<file path="config.mk">
export PLATFORM = sky130hd
export DESIGN_NAME = plru_victim_fill_ctrl
export DESIGN_NICKNAME = d
export VERILOG_FILES = /design/src/rtl/plru_victim_fill_ctrl.sv
export SDC_FILE = /design/constraint.sdc
export NUM_CORES = 1
export LEC_CHECK = 0
export CORE_UTILIZATION = 37
export DETAILED_ROUTE_END_ITERATION = 6
export MAX_ROUTING_LAYER = met4
export PLACE_DENSITY = 0.79
export SLEW_MARGIN = 20
export SYNTH_ARGS = -nofsm -noshare
export SYNTH_HDL_FRONTEND = slang
export SYNTH_SLANG_ARGS = --single-unit
</file>
<file path="constraint.sdc">
create_clock -name clk -period 2.65 [get_ports clk]
set_input_delay 0.795 -clock clk [delete_from_list [all_inputs] [get_ports clk]]
set_output_delay 0.795 -clock clk [all_outputs]
set_load 0.1 [all_outputs]
</file>
<file path="src/rtl/plru_victim_fill_ctrl.sv">
// Miss handler downstream of the 16-way pseudo-LRU: victim select, writeback, line fill, LRU update.
// Optional miss statistics counters are built when PLRU_MISS_STATS_EN is defined.
module plru_victim_fill_ctrl #(
  parameter int TAG_W = 9,
  parameter int SET_W = 3,
  parameter int OFF_W = 4
) (
  input  logic                         clk,
  input  logic                         rst_n,
  input  logic                         req_valid,
  output logic                         req_ready,
  input  logic [SET_W-1:0]             req_set,
  input  logic [TAG_W-1:0]             req_tag,
  input  logic [3:0]                   lru_way,
  input  logic [15:0]                  way_valid,
  input  logic [15:0]                  way_dirty,
  output logic [3:0]                   way_sel,
  input  logic [TAG_W-1:0]             sel_tag,
  output logic                         mem_read,
  output logic                         mem_write,
  output logic [TAG_W+SET_W+OFF_W-1:0] mem_addr,
  input  logic                         mem_resp,
  output logic                         fill_we,
  output logic [SET_W-1:0]             fill_set,
  output logic [3:0]                   fill_way,
  output logic [TAG_W-1:0]             fill_tag,
  output logic                         lru_load,
  output logic [3:0]                   lru_hit,
  output logic                         done,
  output logic [15:0]                  wb_count,
  output logic [15:0]                  fill_count
);

  typedef enum logic [2:0] {
    IDLE   = 3'd0,
    SELECT = 3'd1,
    WB     = 3'd2,
    FILL   = 3'd3,
    UPDATE = 3'd4
  } state_t;

  state_t             state_q, state_d;
  logic [SET_W-1:0]   set_q;
  logic [TAG_W-1:0]   tag_q;
  logic [TAG_W-1:0]   vtag_q;
  logic [3:0]         vway_q;
  logic               dirty_q;
  logic [3:0]         victim;
  logic               victim_dirty;

  // Lowest invalid way wins; scanning downward lets the lowest index overwrite.
  always_comb begin
    victim = lru_way;
    for (int i = 15; i >= 0; i--) begin
      if (!way_valid[i]) victim = 4'(i);
    end
    victim_dirty = way_valid[victim] & way_dirty[victim];
  end

  always_ff @(posedge clk or negedge rst_n) begin
    if (!rst_n) begin
      state_q <= IDLE;
      set_q   <= '0;
      tag_q   <= '0;
      vtag_q  <= '0;
      vway_q  <= '0;
      dirty_q <= 1'b0;
    end else begin
      state_q <= state_d;
      if (state_q == IDLE && req_valid) begin
        set_q <= req_set;
        tag_q <= req_tag;
      end
      if (state_q == SELECT) begin
        vway_q  <= victim;
        vtag_q  <= sel_tag;
        dirty_q <= victim_dirty;
      end
    end
  end

  always_comb begin
    state_d   = state_q;
    req_ready = 1'b0;
    way_sel   = '0;
    mem_read  = 1'b0;
    mem_write = 1'b0;
    mem_addr  = '0;
    fill_we   = 1'b0;
    fill_set  = '0;
    fill_way  = '0;
    fill_tag  = '0;
    lru_load  = 1'b0;
    lru_hit   = '0;
    done      = 1'b0;
    case (state_q)
      IDLE: begin
        req_ready = 1'b1;
        if (req_valid) state_d = SELECT;
      end
      SELECT: begin
        way_sel = victim;
        state_d = victim_dirty ? WB : FILL;
      end
      WB: begin
        mem_write = dirty_q;
        mem_addr  = {vtag_q, set_q, {OFF_W{1'b0}}};
        if (mem_resp) state_d = FILL;
      end
      FILL: begin
        mem_read = 1'b1;
        mem_addr = {tag_q, set_q, {OFF_W{1'b0}}};
        if (mem_resp) state_d = UPDATE;
      end
      UPDATE: begin
        fill_we  = 1'b1;
        fill_set = set_q;
        fill_way = vway_q;
        fill_tag = tag_q;
        lru_load = 1'b1;
        lru_hit  = vway_q;
        done     = 1'b1;
        state_d  = IDLE;
      end
      default: state_d = IDLE;
    endcase
  end

`ifdef PLRU_MISS_STATS_EN
  logic [15:0] wb_cnt_q, fill_cnt_q;

  // Saturating counts of memory completions seen in each memory phase.
  always_ff @(posedge clk or negedge rst_n) begin
    if (!rst_n) begin
      wb_cnt_q   <= '0;
      fill_cnt_q <= '0;
    end else begin
      if (state_q == WB && mem_resp && wb_cnt_q != 16'hFFFF)
        wb_cnt_q <= wb_cnt_q + 16'd1;
      if (state_q == FILL && mem_resp && fill_cnt_q != 16'hFFFF)
        fill_cnt_q <= fill_cnt_q + 16'd1;
    end
  end

  assign wb_count   = wb_cnt_q;
  assign fill_count = fill_cnt_q;
`else
  assign wb_count   = '0;
  assign fill_count = '0;
`endif

endmodule

</file>
### After elaboration in Yosys (flattened, before gate mapping)

Cells that the tools add are included.

| word-level totals | value |
|---|---|
| word-level logic and storage cells | 52 |
| flip-flop bits (word level) | 29 |
| output and inout bits | 78 |
| input bits | 61 |

| cells by class | value |
|---|---|
| equality and inequality tests | 7 |
| reduce and logical (&&, ||, !) cells | 3 |
| multiplexer cells | 34 |
| bitwise operators | 1 |
| $lt $le $gt $ge | 1 |

Operators with widths:

| cell | count |
|---|---|
| 4-bit two-way mux | 18 |
| 16-bit one-hot mux with 2 select lines | 1 |
| 3-bit two-way mux | 4 |
| 3-bit one-hot mux with 4 select lines | 1 |
| 9-bit two-way mux | 1 |
| 1-bit binary-select mux with 4-bit select | 2 |
| 1-bit two-way mux | 7 |
| 3-bit by 2-bit == test with 1-bit output, second input constant | 2 |
| 2-bit != test, second input constant | 3 |
| 4-bit by 5-bit less-than comparator with 1-bit output, second input constant | 1 |
| 3-bit by 1-bit == test with 1-bit output, second input constant | 1 |
| 3-bit == test, second input constant | 1 |
| 3-bit zero test | 1 |
| 3-bit AND reduction | 1 |
| 1-bit AND | 1 |
| 1-bit logical AND | 1 |

### Logic depth before layout (Yosys ltp)

Gate-level depths: netlist (run 1).

| logic depth | value |
|---|---|
| depth after elaboration | 21 |
| depth in mapped cells | 7 |
| gate-level depth less buffers | 7 |

### Least setup slack after synthesis (run 1)

Ideal clock, no wire load.

| timing path | value |
|---|---|
| path kind | register -> output |
| start point | register state_q[1] |
| end point | output mem_write |
| cell stages (with the launch flop) | 5 |
| data arrival time | 3097 ps |
| buffers on the path | 2 |
| slack | -1242 ps |
| path through | dfrtp_1 > clkdlybuf4s18_1 > nand2b_1 > clkbuf_1 > nor3b_1 |

| between the ends | value |
|---|---|
| longest elaborated chain between the ends | 2 |

Ends and longest elaborated chain:

| what | line | RTL |
|---|---|---|
| start, declared | 42 | `state_t state_q, state_d;` |
| start signal, assigned | 69 | `state_q <= state_d;` |
| 3-bit by 2-bit == test with 1-bit output | 96 | `case (state_q)` |
| 1-bit two-way mux | 96 |  |
| end, declared | 20 | `output logic mem_write,` |

Every way passes these cells.

### Worst setup path in the final report (run 1)

| timing path | value |
|---|---|
| start point | input way_valid[2] |
| end point | output way_sel[0] |

| between the ends | value |
|---|---|
| longest elaborated chain between the ends | 4 |

Ends and longest elaborated chain:

| what | line | RTL |
|---|---|---|
| start, declared | 15 | `input logic [15:0] way_valid,` |
| 4-bit two-way mux (3 in series) | 55 | `if (!way_valid[i]) victim = 4'(i);` |
| 4-bit two-way mux | 96 |  |
| end, declared | 17 | `output logic [3:0] way_sel,` |

Every way passes these cells.

==> run metrics, run 1 <==
status complete, but fails checks; failing checks negative setup slack; Post-synth EDFFs 0; Slew HR between 60% and 70%; final slew viol count 0; YS warnings 0; commonest cells after routing, fill and taps aside 42 x buf_12, 40 x clkdlybuf4s50_1, 37 x nand2_1; diodes inserted 0; clk sinks 29; worst reg-to-reg path cell count 5; Root Buffer clkbuf_8; R2R Path End tag_q[2]; initial antenna violation count 0; simple-gate share of the synthesized area about a quarter; hold depth 2; filler cell count roughly 380; Clock Latency Late Sink slightly below 0.3 ns; Die Footprint 6258 sq um; CP required 1.86 ns; most common cell after layout, fill and taps aside buf_12; Lkg Pwr between 1.5 and 2 nW; peak supply drop ~960 uV; final total power about 4.2 mW; post-place setup slack -0.6229 ns; critical-path maximum fanout 2; total core area ~5600 sq um; H-Tree Depth 2; GRT Util Overall 24.02%; RSZ-0062 raised after global routing yes; Multi-input gate area about 1400 sq um; Wirelength per Cell about 16 um; io pins between 100 and 150; RD Place Congestion 0.8627; Syn Area/Cell approximately 8.9 sq um; min Tclk post-route ~2.8 ns; DR vias 2235; fraction of layout cells with a size suffix above 1 44.41%; clock-pin transition on the worst setup and hold timing paths around 0.06 ns; fin crit share 105.1%; power density over the cells 1047 nW/um^2; via count of the first global-routing pass between 2000 and 2500; DRT antenna net count 0; Synth Flop Type dfrtp_1; cell total after placement between 400 and 500; Tightest Pin Transition between 0.5 and 0.6 ns; largest net degree at the start of global routing 30; Clock Tree Buf Depth 2; mux contribution to synthesized area 13.25%; R2R Setup Slk 0.90 ns; Hold Path End vtag_q[0]; CTS tree done; post-synthesis register bit count 29; fin util 71.64%; IO Port Bufs approximately 100; XOR/XNOR share of the synthesized area 0.3982%; post-route clock skew roughly 0.0052 ns; Setup crit end kind output pin; Cell Area, Synth 2200 sq um; die outline width 79.11 um; row cnt 27; type of the most critical hold path flip-flop to flip-flop; drt pass-1 iters 4; CP arrival around 2 ns; main combinational cell family by area after synthesis simple AND/OR/NAND/NOR gates; register area share after synthesis around a third; Synth Instances 247; final hold violations 0; vias per cell 4.989; gr ovfl total 0; Netlist cell types 49; Hold Startpoint vtag_q[0]; hold_buf cts 0; Post-Route WL just over 7000 um; Compound-Gate Fraction of Synth Area between 10% and 20%; First DRT Iteration DRCs 109; Startpoint Class input pin; FF+latch area a little over 700 sq um; non-filler cells, final 448; DRC 0; worst r2r src state_q[0]; Initial Utilization between 30% and 40%; final setup margin -0.1340 ns; NumNets Final around 440; total CTS buffers 5; adder-cell share of the synthesized area 0%; DP Wirelength around 5400 um; chip height about 80 um; maximum clock rate about 0.36 GHz; Worst Path Class, Setup input pin to output pin; MaxCap Viol Count 0; FFs w/ async S/R, synth 100.0%; first-pass GRT wire length ~11000 um; area grow syn2layout 82.65%; final setup fails 2
power breakdown:
group / total, mW / switching, mW / internal, mW / leakage, nW
Combinational: 3.03 / 1.98 / 1.05 / 1.45
Clock: 0.375 / 0.170 / 0.206 / 0.0443
Sequential: 0.807 / 0.154 / 0.652 / 0.357
Total: 4.21 / 2.30 / 1.91 / 1.85
layer usage:
layer  routed length [um]  vias to the layer above  track usage (%)  share of wire [%]
met5                    0                        -                -                  0
met4                  209                        0            10.00                2.9
met3                  347                       25            5.287                4.9
met2                 3974                       90            44.22                 56
met1                 2567                     1088            24.42                 36
li1                     -                     1032                -                  -
Yosys cell counts (all sizes together) (4+ instances only):
| cell type | n | share of area, % |
|---|---|---|
| dfrtp | 29 | 33 |
| mux2 | 14 | 7.3 |
| mux2i | 13 | 5.9 |
| clkbuf | 5 | 0.85 |
| nor2 | 16 | 2.7 |
| buf | 44 | 15 |
| nand4 | 6 | 2.0 |
| and2 | 23 | 6.7 |
| nand2 | 39 | 6.7 |
| a21o | 4 | 1.4 |
| o21ai | 4 | 0.91 |
worst max-delay path, stage by stage:
cell	delay, ns
buf_6	0.08
and3_4	0.18
nand3_2	0.08
or3_4	0.38
and2_4	0.18
nor2_4	0.11
buf_12	0.18
layout make-up:
class | instances | area share, %
Timing Repair Buffer | 137 | 42.29
Multi-Input combinational cell | 200 | 34.97
Sequential cell | 29 | 18.06
Tap cell | 72 | 2.242
Clock buffer | 7 | 2.149
Inverter | 3 | 0.2803
logic make-up after synthesis:
group	after synthesis
buffers and inverters	53
flip-flops	29
AO/OA/AOI/OAI	29
AND/OR/NAND/NOR	107
multiplexers	27
XOR/XNOR	1
other	1
through the flow:
stage               hold slack [ns]  cell area [sq um]  setup TNS [ns]
finish                       0.4769               4018         -0.1512
floorplan                    0.4450               2437          -6.589
detailed placement           0.4625               3797          -3.441
global placement             0.4579               3797          -3.094
CTS                          0.4769               3993         -0.2080
global route                 0.4786               4018         -0.2855
worst max-delay path by stage:
stage,startpoint,end,slack (ns),cells past startpoint
floorplan,state_q[0],mem_addr[7],-0.36,4
global placement,way_valid[9],way_sel[3],-0.58,6
CTS,way_valid[2],way_sel[0],-0.11,7
global route,way_valid[2],way_sel[0],-0.16,7
finish,way_valid[2],way_sel[0],-0.13,7
detailed placement,way_valid[14],way_sel[3],-0.62,6
sequential cells by signal (all words and copies together) (netlist names):
register / cells
set_q: 3
dirty_q: 1
vway_q: 4
tag_q: 9
vtag_q: 9
state_q: 3
what timing repair did:
| action | CTS | global route |
|---|---|---|
| resized for setup | 90 | 15 |
| setup endpoints to repair | 6 | 6 |
| pin swaps | 15 | 4 |
| setup buffers | 8 | 1 |
No activity file was read; power rests on OpenSTA's default activity.
==> run 2: changes to the inputs <==
Settings changed: CTS_CLUSTER_SIZE from default to 40, GPL_ROUTABILITY_DRIVEN from default to 0, SKIP_CTS_REPAIR_TIMING from default to 1.
==> run 2 against run 1 <==
The flow still finishes with violations (negative setup slack). Non-clock buffer count is the same. Die area is the same. First-iteration DRC count grew 5.5%. Maximum frequency grew 0.98%. Cell area grew 0.87%. Total power grew 0.63%. Sequential power is essentially flat. Clock skew shrank 0.0016 ns. Critical endpoint unchanged. Highest routed layer unchanged.
==> run metrics, run 2 (synthesis gave the netlist of run 1 again) <==
peak supply drop 806.1 uV (-16%); total core area 5608 sq um (unchanged); FF+latch area 725.7 sq um (unchanged); First DRT Iteration DRCs 115 (+5.5%); vias per cell 4.922 (-1.3%); DRC 0 (unchanged); total CTS buffers 5 (unchanged); Final Hold Slack 0.4738 ns (-0.003080 ns); Clock Tree Buf Depth 2 (unchanged); Worst Path Class, Setup input pin to output pin; worst stage delay on the critical path 0.39 ns (about the same); crit path cell chain clkbuf_2 > a21boi_1 > or3_4 > and2_4 > nor2_4 > buf_12; final hold violations 0 (unchanged); filler cell count 372 (-2.6%); Post-DP Area 3812 sq um (+0.40%); die outline width 79.11 um (unchanged); Slew HR 64.56% (-0.79 points); min Tclk post-route 2.757 ns (-0.02715 ns); row cnt 27 (unchanged); DRT antenna net count 0 (unchanged); Root Buffer clkbuf_8; diodes inserted 0 (unchanged); final setup fails 4 (+2); final setup margin -0.1068 ns (+0.02715 ns); failing checks negative setup slack; Startpoint Class input pin; chip height 79.11 um (unchanged); fraction of layout cells with a size suffix above 1 43.24% (-1.2 points); gr ovfl total 0 (unchanged); drt pass-1 iters 4 (unchanged); type of the most critical hold path flip-flop to flip-flop; MaxCap Viol Count 0 (unchanged); clock network fraction of total power 9.4% (+0.5 points); Cell Int Power 1.936 mW (+1.5%); RSZ-0062 raised after global routing yes; largest net degree at the start of global routing 30 (unchanged); sequential power share 19.1% (about the same); Post-Route WL 7062 um (-0.52%); Top Registers tag_q: 9 flops, vtag_q: 9 flops, vway_q: 4 flops; clock-pin transition on the worst setup and hold timing paths 0.06 ns (about the same); DR vias 2210 (-1.1%); io pins 139 (unchanged); slowest stage cell, crit path or3_4; Lkg Pwr 1.922 nW (+3.7%); first-pass GRT wire length 10540 um (-5.0%); critical-path maximum fanout 6 (+4); commonest cells after routing, fill and taps aside 42 x buf_12, 40 x clkdlybuf4s50_1, 37 x nand2_1; fin crit share 104.0% (-1.0 points); IO Port Bufs 102 (unchanged); Setup crit end kind output pin; via count of the first global-routing pass 2206 (-5.2%); fin area 4053 sq um (+0.87%); Initial Utilization 39.22% (unchanged); Switch Pwr 2.297 mW (about the same); Wirelength per Cell 15.73 um (-0.74%); clk sinks 29 (unchanged); CP arrival 1.96 ns (-0.03 ns); maximum clock rate 0.3627 GHz (+0.98%); Clock Latency Late Sink 0.28 ns (about the same); final slew viol count 0 (unchanged); logic gate share of total power 71.5% (-0.4 points); Net Sw Frac 54.27% (-0.39 points); DP Wirelength 5327 um (-0.79%); GRT Util Overall 22.61% (-1.4 points); Tightest Pin Transition 0.5315 ns (+0.01189 ns); area grow syn2layout 84.24%; CP required 1.86 ns (about the same); most common cell after layout, fill and taps aside buf_12; Multi-input gate area 1405 sq um (unchanged); initial antenna violation count 0 (unchanged); power density over the cells 1045 nW/um^2 (-0.24%); Die Footprint 6258 sq um (unchanged); CTS tree done; NumNets Final 437 (unchanged); H-Tree Depth 2 (unchanged); post-route clock skew 0.003634 ns (-0.001606 ns); status complete, but fails checks
run 2: cell count changes in the layout (fill, tap and decap cells not counted), moves of 2 or more:
| cell | before | now |
|---|---|---|
| buf_8 | 4 | 2 |
| dlymetal6s2s_1 | 0 | 8 |
| buf_4 | 30 | 34 |
| dlygate4sd2_1 | 3 | 0 |
| buf_2 | 5 | 1 |
| buf_6 | 8 | 6 |
run 2: worst max-delay path: cells and delay by family:
kind                   cells  cell delay (ns)
and+or+nand+nor            3             0.66
buffers and inverters      2             0.33
AOI/OAI and AO/OA          1             0.17
run 2: metrics by stage:
stage / setup WS, ns / instances / total power [mW] / setup TNS (ns) / util [%]
2_1_floorplan: -0.3581 / 282 / 2.851 / -6.589 / -
3_3_place_gp: -0.5918 / 434 / 3.749 / -3.107 / 67.98
3_5_place_dp: -0.6394 / 434 / 3.811 / -3.550 / 67.98
4_1_cts: -0.6435 / 442 / 4.222 / -2.907 / 69.79
5_1_grt: -0.1476 / 449 / 4.415 / -0.4400 / 72.27
6_report: -0.1068 / 449 / 4.234 / -0.2523 / 72.27
run 2: path summary, 6_finish.rpt:
| path | from | endpoint | slack, ns | depth (start not counted) |
|---|---|---|---|---|
| min in group asynchronous | rst_n | set_q[0] | 0.90 | 2 |
| worst min-delay path | vtag_q[0] | vtag_q[0] | 0.47 | 2 |
| worst max register to register | state_q[0] | tag_q[6] | 0.84 | 5 |
| worst max-delay path | way_valid[9] | way_sel[0] | -0.11 | 6 |
| worst min register to register | vtag_q[0] | vtag_q[0] | 0.47 | 2 |
| max in group asynchronous | rst_n | tag_q[2] | 1.48 | 2 |
run 2: final cells by class:
| cell class | count | area share (%) |
|---|---|---|
| multi-input combinational | 200 | 34.67 |
| sequential | 29 | 17.91 |
| timing repair buffer | 137 | 42.42 |
| tap | 72 | 2.223 |
| clock buffer | 7 | 2.377 |
| inverter | 3 | 0.2779 |
| clock inverter | 1 | 0.1235 |
run 2: metal layers:
| metal | vias to the layer above | share of wire, % | track usage (%) |
|---|---|---|---|
| met5 | - | 0 | - |
| met4 | 0 | 2.3 | 8.364 |
| met3 | 18 | 5.0 | 4.253 |
| met2 | 94 | 56 | 41.29 |
| met1 | 1064 | 37 | 24.16 |
| li1 | 1034 | - | - |
run 2: power by group through the flow:
stage                     combinational [mW]  clock (mW)  sequential (mW)
final                                   3.03       0.399            0.807
after global routing                    3.15       0.422            0.840
after CTS                               3.01       0.406            0.802
after detailed placement                3.00           0            0.807
after global placement                  2.96           0            0.789
after floorplan                         2.10           0            0.748
==> run 3: changes to the inputs <==
Settings changed: CORE_MARGIN from default to 10.
==> run 3 against run 2 <==
Clock-buffer cell count decreased by 2. Largest cell class unchanged. Global-route usage is 6.9 points lower. Critical path depth is 1 higher. Maximum frequency grew 1.1%. First-iteration DRC count is 27% higher. The flow still finishes with violations (negative setup slack). Via count grew 4.8%. Total power down 0.18%. Die area grew 51%. Clock power shrank 12%. Clock skew increased by 0.0029 ns. Cell area decreased by 0.59%.
==> run metrics, run 3 (synthesis gave the netlist of run 1 again) <==
type of the most critical hold path flip-flop to flip-flop; chip height 97.11 um (+23%); GRT Util Overall 15.72% (-6.9 points); most common cell after layout, fill and taps aside buf_12; total CTS buffers 5 (unchanged); Clock Tree Buf Depth 2 (unchanged); DRC 0 (unchanged); status complete, but fails checks; DP Wirelength 6468 um (+21%); clock-pin transition on the worst setup and hold timing paths 0.07 ns (about the same); RSZ-0062 raised after global routing yes; commonest cells after routing, fill and taps aside 43 x buf_12, 40 x clkdlybuf4s50_1, 37 x nand2_1; NumNets Final 438 (+0.23%); IO Port Bufs 102 (unchanged); First DRT Iteration DRCs 146 (+27%); Lkg Pwr 1.911 nW (-0.59%); gr ovfl total 0 (unchanged); vias per cell 5.099 (+3.6%); Startpoint Class input pin; final total power 4.226 mW (-0.18%); Setup crit end kind output pin; worst reg-to-reg path cell count 5 (unchanged); Wirelength per Cell 18.56 um (+18%); Worst Path Class, Setup input pin to output pin; power density over the cells 1049 nW/um^2 (+0.41%); CP arrival 1.93 ns (-0.03 ns); final hold violations 0 (unchanged); drt pass-1 iters 5 (+1); final slew viol count 0 (unchanged); H-Tree Depth 2 (unchanged); io pins 139 (unchanged); initial antenna violation count 1 (+1); total core area 5851 sq um (+4.3%); row cnt 28 (+3.7%); Top Registers tag_q: 9 flops, vtag_q: 9 flops, vway_q: 4 flops; area grow syn2layout 83.16%; non-filler cells, final 454 (+1.1%); fin crit share 102.9% (-1.1 points); min Tclk post-route 2.727 ns (-0.02979 ns); largest net degree at the start of global routing 30 (unchanged); Root Buffer clkbuf_8; fraction of layout cells with a size suffix above 1 43.65% (+0.41 points); Post-Route WL 8424 um (+19%); final setup margin -0.07703 ns (+0.02979 ns); cell total after placement 433 (-0.23%); post-place setup slack -0.5475 ns (+0.09193 ns); Tightest Pin Transition 0.5332 ns (+0.001699 ns); final setup fails 2 (-2); via count of the first global-routing pass 2254 (+2.2%); critical-path maximum fanout 4 (-2); first-pass GRT wire length 12110 um (+15%); Slew HR 64.45% (-0.11 points); maximum clock rate 0.3667 GHz (+1.1%); Clock Latency Late Sink 0.28 ns (about the same); peak supply drop 1054 uV (+31%); DRT antenna net count 0 (unchanged); hold depth 2 (unchanged); Initial Utilization 37.60% (-1.6 points); clk sinks 29 (unchanged); die outline width 97.11 um (+23%); DR vias 2315 (+4.8%); post-route clock skew 0.006543 ns (+0.002909 ns); Die Footprint 9429 sq um (+51%); failing checks negative setup slack; CTS tree done; MaxCap Viol Count 0 (unchanged); CP required 1.86 ns (about the same)
[run 3: cell types whose count changed in the layout (fill, tap and decap cells not counted), sizes merged]
cell          delta
diode            +1
dlymetal6s2s     -2
clkinv           +1
clkbuf           -1
clkinvlp         +1
buf              +2
[run 3: cell type report]
cell class	count	area, sq um
Fill cell	398	1822
Timing Repair Buffer	138	1723
Multi-Input combinational cell	200	1386
Sequential cell	29	725.7
Tap cell	75	93.84
Clock buffer	5	68.82
Clock inverter	3	17.52
Inverter	3	11.26
Antenna cell	1	2.502
[run 3: metal layers]
layer | vias up | track usage, % | share of wire [%]
li1 | 1033 | - | -
met1 | 1119 | 16.23 | 35
met2 | 118 | 28.55 | 54
met3 | 45 | 3.058 | 5.3
met4 | 0 | 6.243 | 5.8
met5 | - | - | 0
[run 3: critical path, cell delays in order]
cell     delay (ns)
buf_8          0.08
and3_4         0.17
nand3_2        0.06
or3_4          0.37
and2_4         0.16
nor2_4         0.10
buf_12         0.18
[run 3: path summary, 6_finish.rpt]
| check | start | to | slack [ns] |
|---|---|---|---|
| min in group asynchronous | rst_n | set_q[1] | 0.90 |
| min reg2reg | vtag_q[0] | vtag_q[0] | 0.47 |
| max | way_valid[8] | way_sel[0] | -0.08 |
| max reg2reg | state_q[0] | tag_q[2] | 0.70 |
| min | vtag_q[0] | vtag_q[0] | 0.47 |
| max in group asynchronous | rst_n | tag_q[0] | 1.48 |
[run 3: stage by stage]
stage               instance area [sq um]  util, %  setup TNS, ns  hold WS [ns]
global route                         4029    68.86        -0.2340        0.5118
floorplan                            2437        -         -6.589        0.4450
global placement                     3799    64.93         -2.607        0.4568
CTS                                  3885    66.40         -2.245        0.4781
finish                               4029    68.86       -0.09340        0.4735
detailed placement                   3799    64.93         -2.805        0.4610
[run 3: where the power goes]
group / leakage (nW) / switching [mW] / internal (mW) / total, mW
logic: 1.51 / 2.00 / 1.06 / 3.06
clock network: 0.0439 / 0.171 / 0.181 / 0.351
registers: 0.357 / 0.163 / 0.652 / 0.815
total: 1.91 / 2.33 / 1.90 / 4.23
